$ cat src/rtl/user_io_ckpt_pkg.sv
// Shared definitions for the checkpoint driver: register map, bit positions,
// PUSH field layout and the replay state encoding.
package user_io_ckpt_pkg;

   // Register offsets (byte address bits [3:0])
   localparam logic [3:0] OFS_CTRL = 4'h0;
   localparam logic [3:0] OFS_PUSH = 4'h4;
   localparam logic [3:0] OFS_STAT = 4'h8;
   localparam logic [3:0] OFS_IDLE = 4'hC;

   // CTRL bits
   localparam int CTRL_EN    = 0;
   localparam int CTRL_OE    = 1;
   localparam int CTRL_FLUSH = 2;

   // STAT bits
   localparam int STAT_LEVEL_LSB = 0;
   localparam int STAT_EMPTY     = 8;
   localparam int STAT_FULL      = 9;
   localparam int STAT_BUSY      = 10;
   localparam int STAT_OVF       = 11;

   // PUSH layout: [WORD_W-1:0] pad word (checkbits + status), hold count above it
   localparam int WORD_W     = 20;
   localparam int PUSH_H_LSB = 20;

   typedef enum logic [1:0] {IDLE, LOAD, HOLD} state_t;

   // Place a 20-bit pad word onto the 38-bit pad bus (bits [35:16])
   function automatic logic [37:0] pad_word(input logic [WORD_W-1:0] w);
      return {2'b00, w, 16'h0000};
   endfunction

endpackage

$ cat src/rtl/user_io_checkpoint_driver_if.sv
// Wishbone slave bus bundle between firmware (master) and the checkpoint driver.
interface user_io_checkpoint_driver_if;
   logic        wbs_cyc_i;
   logic        wbs_stb_i;
   logic        wbs_we_i;
   logic [3:0]  wbs_sel_i;
   logic [31:0] wbs_adr_i;
   logic [31:0] wbs_dat_i;
   logic        wbs_ack_o;
   logic [31:0] wbs_dat_o;

   modport master (
      output wbs_cyc_i, wbs_stb_i, wbs_we_i, wbs_sel_i, wbs_adr_i, wbs_dat_i,
      input  wbs_ack_o, wbs_dat_o
   );

   modport slave (
      input  wbs_cyc_i, wbs_stb_i, wbs_we_i, wbs_sel_i, wbs_adr_i, wbs_dat_i,
      output wbs_ack_o, wbs_dat_o
   );
endinterface

$ cat src/rtl/ckpt_fifo.sv
// Synchronous entry queue. Head entry is visible combinationally on dout so the
// replay engine can load it in the same cycle it pops.
module ckpt_fifo #(
   parameter int DEPTH = 16,
   parameter int WIDTH = 32
) (
   input  logic                       clk,
   input  logic                       srst,
   input  logic                       push,
   input  logic                       pop,
   input  logic                       flush,
   input  logic [WIDTH-1:0]           din,
   output logic [WIDTH-1:0]           dout,
   output logic                       full,
   output logic                       empty,
   output logic [$clog2(DEPTH):0]     level
);
   localparam int AW = $clog2(DEPTH);
   localparam int LW = AW + 1;

   logic [WIDTH-1:0] mem [DEPTH];
   logic [AW-1:0]    wr_ptr_reg;
   logic [AW-1:0]    rd_ptr_reg;
   logic [LW-1:0]    count_reg;
   logic             do_push;
   logic             do_pop;

   assign full    = (count_reg == LW'(DEPTH));
   assign empty   = (count_reg == '0);
   assign level   = count_reg;
   assign dout    = mem[rd_ptr_reg];
   assign do_push = push & ~full;
   assign do_pop  = pop & ~empty;

   // Pointer and occupancy tracking; flush clears the queue in one cycle
   always_ff @(posedge clk) begin
      if (srst || flush) begin
         wr_ptr_reg <= '0;
         rd_ptr_reg <= '0;
         count_reg  <= '0;
      end else begin
         if (do_push) wr_ptr_reg <= wr_ptr_reg + 1'b1;
         if (do_pop)  rd_ptr_reg <= rd_ptr_reg + 1'b1;
         case ({do_push, do_pop})
            2'b10:   count_reg <= count_reg + 1'b1;
            2'b01:   count_reg <= count_reg - 1'b1;
            default: count_reg <= count_reg;
         endcase
      end
   end

   // Entry storage
   always_ff @(posedge clk) begin
      if (do_push) mem[wr_ptr_reg] <= din;
   end
endmodule

$ cat src/rtl/user_io_checkpoint_driver.sv
// Checkpoint driver top: Wishbone register file, entry queue and the replay
// engine that holds each queued word on the user pads for H+1 cycles.
module user_io_checkpoint_driver
   import user_io_ckpt_pkg::*;
#(
   parameter logic [31:0] BASE_ADDR  = 32'h3000_0000,
   parameter int          FIFO_DEPTH = 16,
   parameter int          HOLD_W     = 12
) (
   input  logic                         wb_clk_i,
   input  logic                         wb_rst_i,
   user_io_checkpoint_driver_if.slave   wbs,
   output logic [37:0]                  io_out,
   output logic [37:0]                  io_oeb
);
   localparam int LVL_W = $clog2(FIFO_DEPTH) + 1;

   logic              ack_reg;
   logic [31:0]       dat_o_reg;
   logic              en_reg;
   logic              oe_reg;
   logic              ovf_reg;
   logic [WORD_W-1:0] idle_word_reg;
   state_t            state_reg;
   logic [HOLD_W-1:0] cnt_reg;
   logic [WORD_W-1:0] word_reg;

   logic [3:0]        offset;
   logic              req, wr_req, rd_req;
   logic              flush_req, push_req;
   logic              fifo_push, fifo_pop, fifo_full, fifo_empty, fifo_avail;
   logic [31:0]       fifo_dout;
   logic [LVL_W-1:0]  fifo_level;
   logic              busy;
   logic [31:0]       rdata;

   // Bus decode; a request is ignored while its ack is being returned so ack
   // can never fire on two consecutive cycles
   assign offset    = wbs.wbs_adr_i[3:0];
   assign req       = wbs.wbs_cyc_i & wbs.wbs_stb_i & ~ack_reg &
                      (wbs.wbs_adr_i[31:4] == BASE_ADDR[31:4]);
   assign wr_req    = req & wbs.wbs_we_i & (wbs.wbs_sel_i == 4'hF);
   assign rd_req    = req & ~wbs.wbs_we_i;
   assign flush_req = wr_req & (offset == OFS_CTRL) & wbs.wbs_dat_i[CTRL_FLUSH];
   assign push_req  = wr_req & (offset == OFS_PUSH);
   assign fifo_push = push_req & ~fifo_full & ~flush_req;

   // An entry being flushed this cycle is not offered to the replay engine
   assign fifo_avail = ~fifo_empty & ~flush_req;
   assign busy       = (state_reg != IDLE);
   assign fifo_pop   = (state_reg == LOAD) ||
                       ((state_reg == HOLD) && en_reg && (cnt_reg == '0) && fifo_avail);

   ckpt_fifo #(
      .DEPTH (FIFO_DEPTH),
      .WIDTH (32)
   ) u_fifo (
      .clk   (wb_clk_i),
      .srst  (wb_rst_i),
      .push  (fifo_push),
      .pop   (fifo_pop),
      .flush (flush_req),
      .din   (wbs.wbs_dat_i),
      .dout  (fifo_dout),
      .full  (fifo_full),
      .empty (fifo_empty),
      .level (fifo_level)
   );

   // Read-back mux; PUSH is write-only and unmapped offsets read zero
   always_comb begin
      rdata = '0;
      case (offset)
         OFS_CTRL: begin
            rdata[CTRL_EN] = en_reg;
            rdata[CTRL_OE] = oe_reg;
         end
         OFS_STAT: begin
            rdata[STAT_LEVEL_LSB +: LVL_W] = fifo_level;
            rdata[STAT_EMPTY] = fifo_empty;
            rdata[STAT_FULL]  = fifo_full;
            rdata[STAT_BUSY]  = busy;
            rdata[STAT_OVF]   = ovf_reg;
         end
         OFS_IDLE: rdata[WORD_W-1:0] = idle_word_reg;
         default:  rdata = '0;
      endcase
   end

   // Wishbone slave: ack pulse, registered read data and control registers
   always_ff @(posedge wb_clk_i) begin
      if (wb_rst_i) begin
         ack_reg       <= 1'b0;
         dat_o_reg     <= '0;
         en_reg        <= 1'b0;
         oe_reg        <= 1'b0;
         ovf_reg       <= 1'b0;
         idle_word_reg <= '0;
      end else begin
         ack_reg   <= req;
         dat_o_reg <= rd_req ? rdata : '0;
         if (wr_req && (offset == OFS_CTRL)) begin
            en_reg <= wbs.wbs_dat_i[CTRL_EN];
            oe_reg <= wbs.wbs_dat_i[CTRL_OE];
         end
         if (wr_req && (offset == OFS_IDLE))
            idle_word_reg <= wbs.wbs_dat_i[WORD_W-1:0];
         if (wr_req && (offset == OFS_STAT) && wbs.wbs_dat_i[STAT_OVF])
            ovf_reg <= 1'b0;
         if (push_req && fifo_full && !flush_req)
            ovf_reg <= 1'b1;
      end
   end

   // Replay engine: load an entry, hold it H+1 cycles, chain the next without a gap
   always_ff @(posedge wb_clk_i) begin
      if (wb_rst_i) begin
         state_reg <= IDLE;
         cnt_reg   <= '0;
         word_reg  <= '0;
      end else begin
         case (state_reg)
            IDLE: begin
               word_reg <= idle_word_reg;
               if (en_reg && fifo_avail) state_reg <= LOAD;
            end
            LOAD: begin
               word_reg  <= fifo_dout[WORD_W-1:0];
               cnt_reg   <= fifo_dout[PUSH_H_LSB +: HOLD_W];
               state_reg <= HOLD;
            end
            HOLD: begin
               if (!en_reg) begin
                  state_reg <= IDLE;
                  word_reg  <= idle_word_reg;
               end else if (cnt_reg != '0) begin
                  cnt_reg <= cnt_reg - 1'b1;
               end else if (fifo_avail) begin
                  word_reg <= fifo_dout[WORD_W-1:0];
                  cnt_reg  <= fifo_dout[PUSH_H_LSB +: HOLD_W];
               end else begin
                  state_reg <= IDLE;
                  word_reg  <= idle_word_reg;
               end
            end
            default: state_reg <= IDLE;
         endcase
      end
   end

   assign wbs.wbs_ack_o = ack_reg;
   assign wbs.wbs_dat_o = dat_o_reg;
   assign io_out        = pad_word(word_reg);
   assign io_oeb        = {2'b11, {WORD_W{~oe_reg}}, 16'hFFFF};
endmodule

$ cat src/flat_wrapper.sv
// flat-port wrapper written by rule: the top's interface ports become plain ports
module user_io_checkpoint_driver_flat import user_io_ckpt_pkg::*;
#(
   parameter logic [31:0] BASE_ADDR  = 32'h3000_0000,
   parameter int          FIFO_DEPTH = 16,
   parameter int          HOLD_W     = 12
)
  (wb_clk_i, wb_rst_i, io_out, io_oeb, wbs_wbs_cyc_i, wbs_wbs_stb_i, wbs_wbs_we_i, wbs_wbs_sel_i, wbs_wbs_adr_i, wbs_wbs_dat_i, wbs_wbs_ack_o, wbs_wbs_dat_o);
  user_io_checkpoint_driver_if wbs_i ();
  input  logic wb_clk_i;
  input  logic wb_rst_i;
  output logic [37:0] io_out;
  output logic [37:0] io_oeb;
  input wire logic [$bits(wbs_i.wbs_cyc_i)-1:0] wbs_wbs_cyc_i;
  input wire logic [$bits(wbs_i.wbs_stb_i)-1:0] wbs_wbs_stb_i;
  input wire logic [$bits(wbs_i.wbs_we_i)-1:0] wbs_wbs_we_i;
  input wire logic [$bits(wbs_i.wbs_sel_i)-1:0] wbs_wbs_sel_i;
  input wire logic [$bits(wbs_i.wbs_adr_i)-1:0] wbs_wbs_adr_i;
  input wire logic [$bits(wbs_i.wbs_dat_i)-1:0] wbs_wbs_dat_i;
  output wire logic [$bits(wbs_i.wbs_ack_o)-1:0] wbs_wbs_ack_o;
  output wire logic [$bits(wbs_i.wbs_dat_o)-1:0] wbs_wbs_dat_o;
  assign wbs_i.wbs_cyc_i = wbs_wbs_cyc_i;
  assign wbs_i.wbs_stb_i = wbs_wbs_stb_i;
  assign wbs_i.wbs_we_i = wbs_wbs_we_i;
  assign wbs_i.wbs_sel_i = wbs_wbs_sel_i;
  assign wbs_i.wbs_adr_i = wbs_wbs_adr_i;
  assign wbs_i.wbs_dat_i = wbs_wbs_dat_i;
  assign wbs_wbs_ack_o = wbs_i.wbs_ack_o;
  assign wbs_wbs_dat_o = wbs_i.wbs_dat_o;
  user_io_checkpoint_driver #(.BASE_ADDR(BASE_ADDR), .FIFO_DEPTH(FIFO_DEPTH), .HOLD_W(HOLD_W)) u_core (.wb_clk_i(wb_clk_i), .wb_rst_i(wb_rst_i), .wbs(wbs_i), .io_out(io_out), .io_oeb(io_oeb));
endmodule
$ cat config.mk
export PLATFORM = sky130hd
export DESIGN_NAME = user_io_checkpoint_driver_flat
export DESIGN_NICKNAME = d
export VERILOG_FILES = /design/src/rtl/user_io_ckpt_pkg.sv /design/src/rtl/user_io_checkpoint_driver_if.sv /design/src/rtl/ckpt_fifo.sv /design/src/rtl/user_io_checkpoint_driver.sv /design/src/flat_wrapper.sv
export SDC_FILE = /design/constraint.sdc
export NUM_CORES = 1
export LEC_CHECK = 0
export ABC_CLOCK_PERIOD_IN_PS = 4800
export BUFFER_PORTS_ARGS = -buffer_cell sky130_fd_sc_hd__buf_2
export CORE_ASPECT_RATIO = 1.25
export CORE_UTILIZATION = 50
export CTS_CLUSTER_SIZE = 25
export DETAILED_ROUTE_END_ITERATION = 8
export PLACE_DENSITY = 0.76
export SLEW_MARGIN = 10
export SYNTH_ARGS = -nofsm -noshare
export SYNTH_HDL_FRONTEND = slang
export SYNTH_SLANG_ARGS = --single-unit
export TNS_END_PERCENT = 100
$ cat constraint.sdc
create_clock -name wb_clk_i -period 4.8 [get_ports wb_clk_i]
set_input_delay 0.96 -clock wb_clk_i [delete_from_list [all_inputs] [get_ports wb_clk_i]]
set_output_delay 0.96 -clock wb_clk_i [all_outputs]
set_load 0.05 [all_outputs]
==> results of run 1 <==
==> area by class of cell <==
type                       count  area, um2  area share
timing repair buffer         180       1131     0.04143
inverter                      14      52.55    0.001925
tap                          637      797.0     0.02919
sequential                   607      17290      0.6332
clock inverter                31      239.0    0.008753
multi-input combinational    591       6341      0.2322
clock buffer                  65       1454     0.05325
==> synth_stat cells, drive strengths merged (2+ instances only) <==
master	number	area share
xnor2	3	0.0011
a22oi	10	0.0031
nand4	5	0.0013
and4	2	0.00073
a311oi	3	0.0011
nor2	91	0.014
dfxtp	95	0.079
conb	2	0.00031
a2111o	2	0.00093
nor4	18	0.0052
o21ai	23	0.0048
o31ai	4	0.0012
nor4bb	2	0.00083
xor2	6	0.0022
clkbuf	56	0.0087
nor3	31	0.0064
a211oi	4	0.0015
edfxtp	512	0.64
mux2i	28	0.012
nand2	42	0.0065
o211ai	3	0.00093
nand2b	6	0.0016
and3	5	0.0013
mux4	160	0.15
nand3b	2	0.00062
buf	87	0.024
and2	12	0.0031
or3	5	0.0015
mux2	3	0.0014
nor2b	3	0.00078
or4	3	0.00093
or2	4	0.0010
a21oi	10	0.0021
inv	13	0.0020
a221oi	21	0.0083
ha	12	0.0062
nand3	2	0.00041
==> final timing paths <==
path	start	to	slack (ps)	depth (start not counted)
max	u_core.cnt_reg[0]	u_core.u_fifo.level[4]	570	13
min	u_core.word_reg[19]	u_core.word_reg[19]	490	2
max reg2reg	u_core.cnt_reg[0]	u_core.u_fifo.level[4]	570	13
min reg2reg	u_core.word_reg[19]	u_core.word_reg[19]	490	2
==> worst max-delay path, delay by kind of cell, from the launching register on <==
family	cells	cell delay (ps)
AOI/OAI and AO/OA	5	1360
buffers and inverters	1	80
DFF	1	330
adders and majority gates	3	760
xor gates and xnor gates	1	100
and+or+nand+nor	3	1530
==> through the flow <==
step | util | instance area (um2) | power (W) | hold WS, ps | instances
CTS | 0.5756 | 27300 | 0.01012 | 496.7 | 2125
finish | 0.5756 | 27300 | 0.01007 | 493.4 | 2125
detailed placement | 0.5399 | 25610 | 0.006024 | 486.0 | 2029
floorplan | - | 24340 | 0.005961 | 446.1 | 1355
global route | 0.5756 | 27300 | 0.01032 | 520.5 | 2125
global placement | 0.5399 | 25610 | 0.006015 | 468.5 | 2029
==> metal layers <==
metal  vias up  share of wire
met5         -              0
met4         0          0.029
met3        99          0.072
met2       633           0.53
met1      6583           0.37
li1       5411              -
==> report_power, final <==
part | internal [W] | switching [W] | leakage, nW | total, W
Clock | 0.00231 | 0.00185 | 0.840 | 0.00416
Sequential | 0.00570 | 0.00000345 | 5.37 | 0.00570
Combinational | 0.0000303 | 0.000175 | 2.61 | 0.000205
==> cell families (layout without fill, tap and decap cells) <==
group,Yosys count,count (layout),share of synthesized area
buffers and inverters,157,290,0.03502
xor gates and xnor gates,9,9,0.003264
muxes,191,191,0.1622
and+or+nand+nor,237,237,0.04782
AOI/OAI and AO/OA,94,94,0.02984
adders and majority gates,12,12,0.006216
DFF,607,607,0.7153
other,2,48,0.0003109
==> impl_metrics.yaml, run 1 <==
outcome:
  outcome: "finished clean"
logic_synthesis:
  number_of_instances_in_the_synthesized_netlist: 1309
  synth.yosys.warnings: 0
  synth_edf_count: 512
  ys.flop_type: "edfxtp_1"
  syn-mean-instance-area_um2: 18.45
  synth-async-reset-ratio: 0
  syn_area_um2: 24150
  ys_seq_area_frac: 0.7153
  synthDistinctLibCells: 64
  synth_seq_cells: 607
pwr:
  leakagePower_nw: 8.813
  power.density_cell_area_nw_per_um2: 368.9
  worst_ir_drop_vdd_mv: 0.2860
critical_path:
  worstSetupEndpointType: "register"
  cpMaxStageDelayCell: "or4b_1"
  critPathArrivalTime_ps: 4750
  crit_required_ps: 5310
  crit_path_max_incr_delay_ps: 590
  critical_path_peak_fanout: 7
  path_common_cell: "ha_1"
  critical_path_cell_list: "inv_1, ha_1, or4b_1, or3_4, o31a_4, a221oi_4, ha_1, xor2_1, ha_1, a311oi_1, o2bb2ai_1, or4_1, a21oi_1"
  worst-setup-path-type: "reg2reg"
  worst_setup_path_start_kind: "register"
cts:
  postCtsHoldBufs: 0
  tritoncts: "done"
  worst_setup_hold_path_clk_slew_ps: 60
  cts.htree.levels: 2
  cts_max_path_buffers: 3
  numCtsBuffers: 53
  numClockSinks: 607
  clock_tree.root_cell: "clkbuf_16"
  cts_setup_buffers: 0
  postCtsResizedCells: 0
  clkLatencyLatePin_ps: 580
floorplanning:
  coreArea_um2: 47440
  die_height_um: 247.7
  design.die.area_um2: 49190
  row_count: 89
  pin_count: 182
  die_w_um: 198.6
  initial_utilization: 0.5091
global_route:
  grt_first_pass_wirelength_mm: 81.28
  grt_antenna_before_repair: 0
  gr-max-usage-layer: "met2"
  grt_start_max_net_pins: 71
  grt_overflow: 0
  track_usage: 0.2277
  met1_track_demand_over_resource: 0.2840
  grt_pass1_vias: 12873
  groute.layer.met3.usage: 0.03492
  global_route.usage.met2: 0.4054
route:
  via_count: 12726
  drt_iter0_markers: 1467
  vias_per_cell: 5.989
  drc: 0
  first_pass_iters: 5
  wire_per_inst_um: 25.76
  routed_wl_mm: 54.74
  postRouteAntennaNets: 0
final_layout:
  final_net_count: 1532
  largest-register: "u_core.u_fifo.mem"
  largest_register_ff_count: 512
  diodes: 0
  layout_commonest_cell: "edfxtp_1"
  area_growth_syn_to_layout_pct: 13.05
  most-common-layout-cells: "512 x edfxtp_1, 160 x mux4_2, 133 x buf_2, 91 x dfxtp_1, 79 x nor2_1"
  fillCellCount: 3393
  final_layout_size_suffix_gt1_frac: 0.3065
sta:
  clock_skew_ps: 12.63
  layout_min_cycle_time_ps: 4233
  setup-violations-final: 0
  final_max_slew_viol_count: 0
  final_hold_viol_count: 0
  rsz_0062_raised_after_global_routing: "no"
  max-slew-margin-rel: 0.2021
  transition_at_the_pin_with_the_smallest_max_transition_slack_ps: 1197
  tcrit_tclk_final: 0.8820
  final_critical_path_setup_slack_ps: 566.6
  achievable-frequency_ghz: 0.2362
  total_negative_setup_slacks_ps: 0
place:
  dp.final_hpwl_mm: 31.33
  pre_cts_slack_ps: 506.5
  gp_congestion: 0.8486
  io_buffers: 133
min_path:
  hp-class: "reg2reg"
job:
  max-cap-violations: 0
No activity file was read; power rests on OpenSTA's default activity.
==> inputs of run 2 (changes only) <==
Settings changed: CORE_UTILIZATION 50 to 45, PLACE_DENSITY 0.76 to 0.7.
==> impl_metrics.yaml, run 2 (synthesis gave the netlist of run 1 again) <==
outcome:
  outcome: "finished clean"
route:
  highest_layer_used_for_signal_routing: "met5"
  first_pass_iters: 5
  routed_wl_mm: 54.38
  detailroute.wirelength.met3_mm: 3.393
  drc: 0
  postRouteAntennaNets: 0
  met2_wirelength_mm: 28.85
  vias_per_cell: 5.826
  drt_iter0_markers: 1192
  via_count: 12572
  drt-met1-wl_mm: 20.79
  wire_per_inst_um: 25.20
floorplanning:
  coreArea_um2: 52810
  die_w_um: 209.2
  initial_utilization: 0.4574
  die_height_um: 261.0
  pin_count: 182
  design.die.area_um2: 54610
  row_count: 94
cts:
  cts_max_path_buffers: 3
  clkLatencyLatePin_ps: 590
  cts.htree.levels: 2
  numCtsBuffers: 53
  postCtsResizedCells: 0
  cts_setup_buffers: 0
  tritoncts: "done"
  worst_setup_hold_path_clk_slew_ps: 70
  postCtsHoldBufs: 0
  clock_tree.root_cell: "clkbuf_16"
  numClockSinks: 607
sta:
  final_critical_path_setup_slack_ps: 603.1
  clock_skew_ps: 17.89
  final_hold_viol_count: 0
  worst_hold_slack_ps: 491.6
  tcrit_tclk_final: 0.8744
  layout_min_cycle_time_ps: 4197
  final_max_slew_viol_count: 0
  setup-violations-final: 0
  rsz_0062_raised_after_global_routing: "no"
  transition_at_the_pin_with_the_smallest_max_transition_slack_ps: 884.5
  total_negative_setup_slacks_ps: 0
  max-slew-margin-rel: 0.4103
  achievable-frequency_ghz: 0.2383
final_layout:
  largest_register_ff_count: 512
  finalNonFillerCells: 2158
  most-common-layout-cells: "512 x edfxtp_1, 160 x mux4_2, 133 x buf_2, 91 x dfxtp_1, 79 x nor2_1"
  fillCellCount: 4056
  area_growth_syn_to_layout_pct: 13.32
  final_layout_size_suffix_gt1_frac: 0.3069
  final_net_count: 1528
  layout_commonest_cell: "edfxtp_1"
  largest-register: "u_core.u_fifo.mem"
  diodes: 0
place:
  gp_congestion: 0.8046
  io_buffers: 133
  placed_cells_incl_taps: 2060
  pre_cts_slack_ps: 565.6
  dp.final_hpwl_mm: 30.55
critical_path:
  critPathArrivalTime_ps: 4700
  buffering_stage_count_on_the_worst_path_with_inverters_included: 1
  worst-setup-path-type: "reg2reg"
  cpMaxStageDelayCell: "or4b_1"
  critical_path_peak_fanout: 7
  worstSetupEndpointType: "register"
  worst_setup_path_start_kind: "register"
  crit_required_ps: 5300
  critical_path_cell_list: "inv_1, ha_1, or4b_1, or3_4, o31a_4, a221oi_4, ha_1, xor2_1, ha_1, a311oi_1, o2bb2ai_1, or4_1, a21oi_1"
  critical-path-top-delay-family: "simple AND/OR/NAND/NOR gates"
  crit_path_max_incr_delay_ps: 580
  path_common_cell: "ha_1"
pwr:
  power.density_cell_area_nw_per_um2: 373.6
  logic_pwr_share: 0.020
  internal-power_w: 0.008178
  worst_ir_drop_vdd_mv: 0.2530
  clkPwrFrac: 0.422
  seqPwrFrac: 0.558
  leakagePower_nw: 8.816
  switching_share: 0.2003
  total_net_switching_power_w: 0.002048
global_route:
  grt_antenna_before_repair: 1
  grt_start_max_net_pins: 60
  grt_overflow: 0
  grt_pass1_vias: 12598
  track_usage: 0.2007
  grt_first_pass_wirelength_mm: 79.91
min_path:
  hp-class: "reg2reg"
job:
  max-cap-violations: 0
-- run 2: cell type report --
type                    instances  area (um2)  share of cell area
flip-flops and latches        607       17290              0.6317
multi-input cells             591        6341              0.2317
clock buffers                  68        1474             0.05385
repair buffers                176        1076             0.03932
well taps                     672       840.8             0.03072
clock inverters                30       295.3             0.01079
inverters                      14       52.55            0.001920
-- run 2: routing by layer --
metal,global-route usage,vias up
met4,0.06127,2
met5,0,-
li1,-,5400
met2,0.3620,542
met1,0.2542,6541
met3,0.02398,87
-- run 2: power groups by stage --
| stage | sequential, W | clock (W) | combinational, W |
|---|---|---|---|
| 2_1_floorplan | 0.00582 | 0 | 0.000140 |
| 3_3_place_gp | 0.00582 | 0 | 0.000197 |
| 3_5_place_dp | 0.00582 | 0 | 0.000204 |
| 4_1_cts | 0.00570 | 0.00437 | 0.000204 |
| 5_1_grt | 0.00570 | 0.00456 | 0.000219 |
| 6_report | 0.00570 | 0.00432 | 0.000204 |
-- run 2: per-stage QoR --
stage	area [um2]	power, W	util
2_1_floorplan	24340	0.005961	-
3_3_place_gp	25600	0.006016	0.4848
3_5_place_dp	25600	0.006024	0.4848
4_1_cts	27370	0.01028	0.5183
5_1_grt	27370	0.01048	0.5183
6_report	27370	0.01023	0.5183
-- run 2: path summary, 6_finish.rpt --
check,slack [ps],startpoint,endpoint,cells after the start
worst max-delay path,600,u_core.cnt_reg[0],u_core.u_fifo.level[4],13
worst max register to register,600,u_core.cnt_reg[0],u_core.u_fifo.level[4],13
worst min-delay path,490,u_core.word_reg[7],u_core.word_reg[7],2
worst min register to register,490,u_core.word_reg[7],u_core.word_reg[7],2
-- run 2: worst min-delay path, stage by stage, from the launching register on --
cell and delay (ps):
dfxtp_1 310, nor2_1 90, nor3_1 50
